--- src/rtl/edge_event_arbiter.sv ---
// edge_event_arbiter: rising-edge capture into pending bits, round-robin issue over valid/ready
module edge_event_arbiter #(
  parameter int N_CH  = 4,
  parameter int IDX_W = 2
) (
  input  logic             clk,
  input  logic             resetn,
  input  logic [N_CH-1:0]  sig_i,
  output logic             ev_valid_o,
  output logic [IDX_W-1:0] ev_idx_o,
  input  logic             ev_ready_i,
  output logic [N_CH-1:0]  pend_o,
  output logic [N_CH-1:0]  ovf_o,
  input  logic             ovf_clr_i
);
  typedef enum logic {IDLE, OFFER} state_e;
  state_e           state_q, state_d;
  logic [N_CH-1:0]  sig_q, pend_q, pend_d, ovf_q, ovf_d, edge_v, hs_vec;
  logic             valid_q, valid_d, hs;
  logic [IDX_W-1:0] idx_q, idx_d, last_q, last_d, sel;
  assign edge_v     = sig_i & ~sig_q;
  assign hs         = valid_q & ev_ready_i;
  assign hs_vec     = hs ? (N_CH'(1) << idx_q) : '0;
  assign ev_valid_o = valid_q;
  assign ev_idx_o   = idx_q;
  assign pend_o     = pend_q;
  assign ovf_o      = ovf_q;
  // pending bits: a coincident edge re-arms a channel being retired; merged edges go sticky
  always_comb begin
    pend_d = (pend_q & ~hs_vec) | edge_v;
    ovf_d  = (ovf_clr_i ? '0 : ovf_q) | (edge_v & pend_q & ~hs_vec);
  end
  // round-robin pick over registered pend: lowest offset after last grant wins
  always_comb begin
    logic [IDX_W:0] c;
    sel = '0;
    c   = '0;
    for (int k = N_CH; k >= 1; k--) begin
      c = {1'b0, last_q} + (IDX_W+1)'(k);
      c = (c >= (IDX_W+1)'(N_CH)) ? c - (IDX_W+1)'(N_CH) : c;
      if (pend_q[c[IDX_W-1:0]]) sel = c[IDX_W-1:0];
    end
  end
  // offer FSM: load a grant in IDLE, hold it in OFFER until accepted
  always_comb begin
    state_d = state_q;
    valid_d = valid_q;
    idx_d   = idx_q;
    last_d  = last_q;
    if (state_q == IDLE) begin
      if (|pend_q) begin
        idx_d   = sel;
        valid_d = 1'b1;
        state_d = OFFER;
      end
    end else if (ev_ready_i) begin
      valid_d = 1'b0;
      last_d  = idx_q;
      state_d = IDLE;
    end
  end
  // state registers; last grant starts at the top channel so channel 0 leads
  always_ff @(posedge clk or negedge resetn) begin
    if (!resetn) begin
      state_q <= IDLE;
      sig_q   <= '0;
      pend_q  <= '0;
      ovf_q   <= '0;
      valid_q <= 1'b0;
      idx_q   <= '0;
      last_q  <= IDX_W'(N_CH-1);
    end else begin
      state_q <= state_d;
      sig_q   <= sig_i;
      pend_q  <= pend_d;
      ovf_q   <= ovf_d;
      valid_q <= valid_d;
      idx_q   <= idx_d;
      last_q  <= last_d;
    end
  end
endmodule

--- config.mk ---
export PLATFORM = sky130hd
export DESIGN_NAME = edge_event_arbiter
export DESIGN_NICKNAME = d
export VERILOG_FILES = /design/src/rtl/edge_event_arbiter.sv
export SDC_FILE = /design/constraint.sdc
export NUM_CORES = 1
export LEC_CHECK = 0
export CAP_MARGIN = 15
export CORE_UTILIZATION = 45
export CTS_CLUSTER_DIAMETER = 60
export CTS_CLUSTER_SIZE = 8
export DETAILED_ROUTE_END_ITERATION = 16
export PLACE_DENSITY = 0.84
export SETUP_SLACK_MARGIN = 0.4
export SLEW_MARGIN = 20
export SYNTH_ARGS = -nofsm -noshare
export SYNTH_HDL_FRONTEND = slang
export SYNTH_SLANG_ARGS = --single-unit
export TNS_END_PERCENT = 1
--- constraint.sdc ---
create_clock -name clk -period 1.4 [get_ports clk]
set_input_delay 0.14 -clock clk [delete_from_list [all_inputs] [get_ports clk]]
set_output_delay 0.14 -clock clk [all_outputs]
set_load 0.02 [all_outputs]
== Yosys cells after proc, flatten, opt, wreduce, memory -nomap -nowiden ==
Cells that the tools add are included.
Storage, ports and cells
  bits in registers: 18
Cells by class
  $add $sub $neg: 8
  $lt $le $gt $ge: 8
  equal/unequal tests: 1
  shift operators: 1
  mux-type cells: 24
  bitwise logic cells: 10
  reductions and logical operators: 5
Operator list (count)
  AND 4 bit: 4
  two-way mux 2 bit: 8
  greater-or-equal comparator 3 bit, second input constant: 4
  < comparator 2 x 3 -> 1 bit, second input constant: 4
  two-way mux 1 bit: 10
  binary-select mux 1 bit (select 2 bit): 4
  two-way mux 4 bit: 2
  inverter 4 bit: 2
  OR 4 bit: 2
  subtractor 2 x 1 -> 2 bit, second input constant: 4
  adder 2 x 2 -> 3 bit, second input constant: 2
  AND reduction 2 bit: 3
  OR reduction 4 bit: 1
  << shifter 1 x 2 -> 4 bit, first input constant: 1
  adder 2 x 1 -> 3 bit, second input constant: 1
  adder 2 x 3 -> 3 bit, second input constant: 1
  inequality test 2 bit, second input constant: 1
  nonzero test 2 bit: 1
  AND 1 bit: 1
  inverter 1 bit: 1

== Logic depth before layout (Yosys ltp) ==
Gate-level depths: netlist of the first run.
  depth after elaboration: 9
  gate-level depth with buffers: 4
  depth with buffers taken out: 4

== Worst setup path before layout of the first run ==
No wires, ideal clock.
  kind: register to register
  start: register pend_q[2], in the netlist pend_o[2]
  end: register idx_q[1], in the netlist ev_idx_o[1]
  setup time: 0.129 ns
  data arrival time: 1.092 ns
  setup slack: 0.179 ns
  stages on the path, launching flop included: 5
  buffers on the path: 0
  clock period less this slack: 1.221 ns
  cells stage by stage: dfrtp_1 -> nor4_2 -> nor2_2 -> o211ai_1 -> o22ai_1
Between the ends
  longest elaborated chain between the ends: 6
  elaborated cells between the ends (all ways): 14
Ends and longest elaborated chain
  start: declaration: line 18  | logic [N_CH-1:0] sig_q, pend_q, pend_d, ovf_q, ovf_d, edge_v, hs_vec;
  start signal: assignment: line 75  | pend_q <= pend_d;
  binary-select mux 1 bit (select 2 bit): line 41  | if (pend_q[c[IDX_W-1:0]]) sel = c[IDX_W-1:0];
  two-way mux 1 bit (not written as such): line 41
  two-way mux 2 bit (4 in a row): line 41
  end signal: assignment: line 78  | idx_q <= idx_d;
  end: declaration: line 20  | logic [IDX_W-1:0] idx_q, idx_d, last_q, last_d, sel;
Several ways; a longest one is shown, not always the timed one. The select of a mux whose other input is x is not followed.
A chain may end at the register's enable or synchronous reset.

== Worst setup path after layout of the first run ==
  start: register pend_q[3], in the netlist pend_o[3]
  end: register idx_q[1], in the netlist ev_idx_o[1]
Same word-level chain as after synthesis.

==> flow_summary.ini, run 1 <==
[timing]
fin_skew_ps = 4.70
relSlewSlack_pct = 78.0
layout_min_cycle_time_ps = 1220
fin_crit_sh_pct = 87.4
setup_violations = 0
fmaxAchievable_mhz = 817
tns_ps = 0
tightest_slew_ps = 327
rsz0062_at_grt = yes
hold_violations = 0
drv_slew = 0

[worst_setup_path]
r2r_slack_ps = 180
cp_data_required_time_ps = 1560
slowest_delay_ps = 470
timing.rr.start = pend_o[3]$_DFF_PN0_
worstPathArrival_ps = 1380
regToRegEndpoint = ev_idx_o[1]$_DFFE_PN0P_
r2r_cells = 4
cp_max_fo = 7
critPathKind = reg -> reg
start_kind = flip-flop
crit_path_cell_trace = nor4_4 -> nor2_2 -> o211ai_1 -> o22ai_1
slowest_stage = dfrtp_2
cp-startpoint = pend_o[3]$_DFF_PN0_
worstSetupEndpointType = flip-flop

[job]
max_cap_violations = 0

[synthesis]
synthMuxAreaShare_pct = 4.33
syn_nets = 71
synth_fa_ha_area_share_pct = 0
synth_edf_count = 0
synth.avg_cell_area_um2 = 11.5
synth-compound-area-share_pct = 17.0
synth_simple_gate_area_share_pct = 13.0
synth.ff_latch_count = 18
netlist_instances = 63
synth_top_flop_cell = dfrtp_1
yosysWarnings = 0
synth_top_family_by_area = compound AO/OA/AOI/OAI gates
synth_area_um2 = 723
async_flop_share_pct = 100
yosys.cell_types.count = 21
seq_area_frac_synth_pct = 62.6
synthXorXnorAreaFrac_pct = 0

[hold_path]
hold_class = in -> async

[clocking]
clk_latency_ps = 280
root_buffer = clkbuf_4
clk_pin_slew_ps = 90
cts_max_path_buffers = 2
cts_buffers = 3
cts_tree = built
htree_levels = 1
cts.sinks = 18

[placement]
post_dp_cell_area_um2 = 950
dp_hpwl_mm = 1.07
port_buffers = 18
gp_congestion = 0.782

[routing]
met1_length_um = 619
vias = 574
ant_nets = 0
wl_mm = 1.41
drt_iter0_drc = 9
wl_met3_um = 64
dr.pass1.iters = 4
routed-wl-met2_um = 720
routed.top_layer = met4
drcViolationCount = 0
wl_per_cell_um = 13.3
vias_per_cell = 5.42

[global_route]
gr-usage-all-layers_pct = 19.4
grt_pass1_wl_mm = 2.51
grt_pass1_vias = 570
grt_max_degree = 19
antenna_found_initial = 0
gr-total-overflow = 0

[pwr]
power_mw = 1.69
pwr_density_cell_nw_per_um2 = 1710
power_leakage_nw = 0.441
ir_drop_v = 0.000975

[die]
die_h_um = 42.1
rows = 14
die-width_um = 42.1
start_util_pct = 48.0
dieArea_um2 = 1770
coreArea_um2 = 1510
num_io_pins = 19

[finish]
antenna_cells = 0
design.final.nets = 99
fin_area_um2 = 991
synthToLayoutAreaGrowth_pct = 37.0
drive_gt1_share_pct = 18.9
fillCellCount = 122

[run_status]
status = finished, final reports clean
through the flow:
| step | util [%] | worst slack [ps] | std cells | hold slack, ps |
|---|---|---|---|---|
| after floorplan | - | 230 | 63 | -156 |
| after global placement | 63.0 | 61.5 | 99 | 487 |
| after detailed placement | 63.0 | 67.9 | 99 | 484 |
| after CTS | 65.8 | 182 | 106 | 180 |
| after global routing | 65.8 | 64.1 | 106 | 209 |
| final | 65.8 | 176 | 106 | 178 |
cell families (layout without fill, tap and decap cells):
logic type / count (synthesis) / after routing
compound gates: 18 / 18
flops: 18 / 18
simple gates: 18 / 18
buf+inv: 6 / 33
mux: 3 / 3
synth_stat cells, drive strengths merged, types with 2 or more instances:
cell    instances  area [um2]
dfrtp          16         400
nand2           9        33.8
inv             6        22.5
o22ai           5        31.3
nand2b          4        25.0
o21ai           4        20.0
dfstp           2        52.6
mux2i           2        20.0
nor2            2        10.0
o211ai          2        15.0
o21a            2        15.0
o31ai           2        15.0
area by class of cell:
cell class,count,area [um2],share of cell area [%]
clock buffers,4,26.3,2.65
flip-flops and latches,18,455,46.0
repair buffers,23,210,21.2
well taps,16,20.0,2.02
multi-input cells,39,256,25.9
inverters,6,22.5,2.27
sequential cells by signal (all words and copies together) (netlist names):
| register | cells |
|---|---|
| ovf_o | 4 |
| pend_o | 4 |
| sig_q | 4 |
| ev_idx_o | 2 |
| last_q | 2 |
| ev_valid_o | 1 |
| state_q | 1 |
timing repair:
action	in CTS	in global routing
setup buffers	3	0
hold buffers	0	0
setup endpoints to repair	22	24
resized for setup	16	0
critical path, delay by kind of cell, from the launching register on:
kind | cells | cell delay (ps)
DFF | 1 | 470
AOI/OAI and AO/OA | 2 | 210
and+or+nand+nor | 2 | 430
worst max path at each step:
stage                     slack (ps)                 endpoint  cells past startpoint
after floorplan                  230  ev_idx_o[1]$_DFFE_PN0P_                      4
after global placement            60       ovf_o[2]$_DFF_PN0_                      4
after detailed placement          70       ovf_o[0]$_DFF_PN0_                      4
after CTS                        180  ev_idx_o[1]$_DFFE_PN0P_                      4
after global routing              60  ev_idx_o[0]$_DFFE_PN0P_                      5
final                            180  ev_idx_o[1]$_DFFE_PN0P_                      4
metal layers:
metal  GRT usage [%]  up-vias
li1                -      283
met1            25.4      272
met2            31.3       17
met3            3.02        2
met4            10.6        0
met5               0        -
report_power, final:
part	leakage [nW]	internal (mW)	total [mW]	switching, mW
Combinational	0.225	0.298	0.626	0.328
Sequential	0.201	0.666	0.817	0.152
Clock	0.0150	0.110	0.251	0.140
layout by cell type (no fill, tap or decap):
cell type / instances
inv_1: 5
nor2_2: 1
a2bb2oi_1: 1
clkbuf_1: 1
o32a_1: 1
nand3_1: 1
nand2b_1: 4
o21ai_0: 4
dfstp_2: 2
clkdlybuf4s15_1: 3
dlygate4sd2_1: 7
nor4_4: 1
buf_4: 5
dfrtp_2: 2
o31ai_1: 2
o22ai_1: 5
mux2i_1: 2
o211ai_1: 2
nand2_1: 9
inv_2: 1
clkdlybuf4s15_2: 1
nor2_1: 1
clkdlybuf4s50_1: 7
dfrtp_1: 14
clkbuf_4: 3
nand3b_1: 1
a21boi_0: 1
mux2_2: 1
o21a_1: 2
Power figures use the tool's default switching activity.
==> run 2, diff against run 1 <==
--- a/config.mk
+++ b/config.mk
@@ -16,4 +16,3 @@
 export SYNTH_ARGS = -nofsm -noshare
 export SYNTH_HDL_FRONTEND = slang
 export SYNTH_SLANG_ARGS = --single-unit
-export TNS_END_PERCENT = 1
==> flow_summary.ini, run 2 (synthesis gave the netlist of run 1 again) <==
[pwr]
pwr-share-seq_pct = 44.0
ir_drop_v = 0.00110
p_comb_share_pct = 39.7
power_mw = 1.93
pwr_density_cell_nw_per_um2 = 1810
power_leakage_nw = 0.472
p_sw_share_pct = 36.2
power_frac_clock_pct = 16.3
p_int_mw = 1.23
p_switching_mw = 0.699

[clocking]
cts_buffers = 3
htree_levels = 1
cts_tree = built
cts.sinks = 18
cts_max_path_buffers = 2
postCtsHoldBufs = 0
clk_latency_ps = 290
clk_pin_slew_ps = 100
root_buffer = clkbuf_4

[timing]
whs_ps = 169
fin_skew_ps = 5.75
tightest_slew_ps = 254
layout_min_cycle_time_ps = 1240
setup_violations = 0
drv_slew = 0
hold_violations = 0
fmaxAchievable_mhz = 805
rsz0062_at_grt = yes
tns_ps = 0
relSlewSlack_pct = 83.0
fin_crit_sh_pct = 88.8

[die]
rows = 14
die_h_um = 42.1
coreArea_um2 = 1510
die-width_um = 42.1
dieArea_um2 = 1770
num_io_pins = 19
start_util_pct = 48.0

[placement]
gp_congestion = 0.753
port_buffers = 18
dp_hpwl_mm = 1.12
post_dp_cell_area_um2 = 952

[worst_setup_path]
cp_max_fo = 7
start_kind = flip-flop
worstSetupEndpointType = flip-flop
cp_data_required_time_ps = 1570
crit_path_cell_trace = nor4_4 -> nor2_2 -> o211ai_1 -> o22ai_1
r2r_slack_ps = 160
slowest_stage = dfrtp_2
slowest_delay_ps = 480
timing.rr.start = pend_o[3]$_DFF_PN0_
worstPathArrival_ps = 1410
r2r_cells = 4
critPathKind = reg -> reg
regToRegEndpoint = ev_idx_o[1]$_DFFE_PN0P_

[global_route]
grt_pass1_vias = 639
grt.met2_usage_pct = 34.1
use_met1_pct = 29.9
grt_max_degree = 19
use_met3_pct = 4.74
antenna_found_initial = 0
gr-total-overflow = 0
grt.busiest_layer = met2
gr-usage-all-layers_pct = 22.2
grt_pass1_wl_mm = 2.93

[routing]
wl_per_cell_um = 14.7
vias_per_cell = 5.62
vias = 618
drcViolationCount = 0
ant_nets = 0
dr.pass1.iters = 4
drt_iter0_drc = 7
wl_mm = 1.61

[finish]
design.final.nets = 103
drive_gt1_share_pct = 41.5
final_cell_mix = dfrtp_1, buf_6, nand2_1, clkdlybuf4s50_1, buf_4
fin_area_um2 = 1060
final_common_cell = dfrtp_1
antenna_cells = 0
final_util_pct = 70.7
fillCellCount = 112
synthToLayoutAreaGrowth_pct = 47.2

[job]
max_cap_violations = 0

[run_status]
status = finished, final reports clean

[hold_path]
hold_class = in -> async
-- run 2: cell types whose count changed in the layout (fill, tap and decap cells not counted), sizes merged --
cell and delta:
buf +14, clkdlybuf4s15 -3, dlygate4sd2 -7
-- run 2: metrics by stage --
| stage | cells | setup WS (ps) |
|---|---|---|
| after floorplan | 63 | 230 |
| after global placement | 99 | 69.7 |
| after global routing | 110 | 84.1 |
| final | 110 | 157 |
| after CTS | 109 | 167 |
| after detailed placement | 99 | 68.3 |
-- run 2: how the worst max path moves through the flow --
stage,from,endpoint,depth (start not counted)
CTS,pend_o[3]$_DFF_PN0_,ev_idx_o[1]$_DFFE_PN0P_,4
floorplan,pend_o[3]$_DFF_PN0_,ev_idx_o[1]$_DFFE_PN0P_,4
global route,pend_o[3]$_DFF_PN0_,ev_idx_o[1]$_DFFE_PN0P_,4
global placement,ev_ready_i,ovf_o[2]$_DFF_PN0_,4
detailed placement,ev_ready_i,ovf_o[2]$_DFF_PN0_,4
finish,pend_o[3]$_DFF_PN0_,ev_idx_o[1]$_DFFE_PN0P_,4
-- run 2: area by class of cell --
type                       count  area (um2)  area share (%)
multi-input combinational     39         272            25.5
timing repair buffer          27         256            24.1
tap                           16        20.0            1.88
sequential                    18         458            43.0
clock buffer                   4        36.3            3.41
inverter                       6        22.5            2.12
-- run 2: power groups by stage --
stage	Clock [mW]	Combinational, mW	Sequential, mW
after floorplan	0	0.232	0.930
after global placement	0	0.608	0.841
after detailed placement	0	0.632	0.852
after CTS	0.323	0.736	0.839
after global routing	0.345	0.832	0.873
final	0.315	0.766	0.848
-- run 2: what timing repair did --
item,in CTS,in global routing
gates resized for setup,59,8
endpoints found under the setup margin,21,21
buffers inserted,6,1
hold endpoints to repair,0,0
pin swaps,3,1
-- run 2: routing by layer --
layer | part of all wire [%] | wire length [um]
met2 | 52 | 836
met5 | 0 | 0
met4 | 0.37 | 6
met3 | 3.7 | 60
met1 | 44 | 711
-- run 2: worst max-delay path, delay by kind of cell (launching register included) --
kind	cells	cell delay, ps
simple gates	2	420
flops	1	480
compound gates	2	210
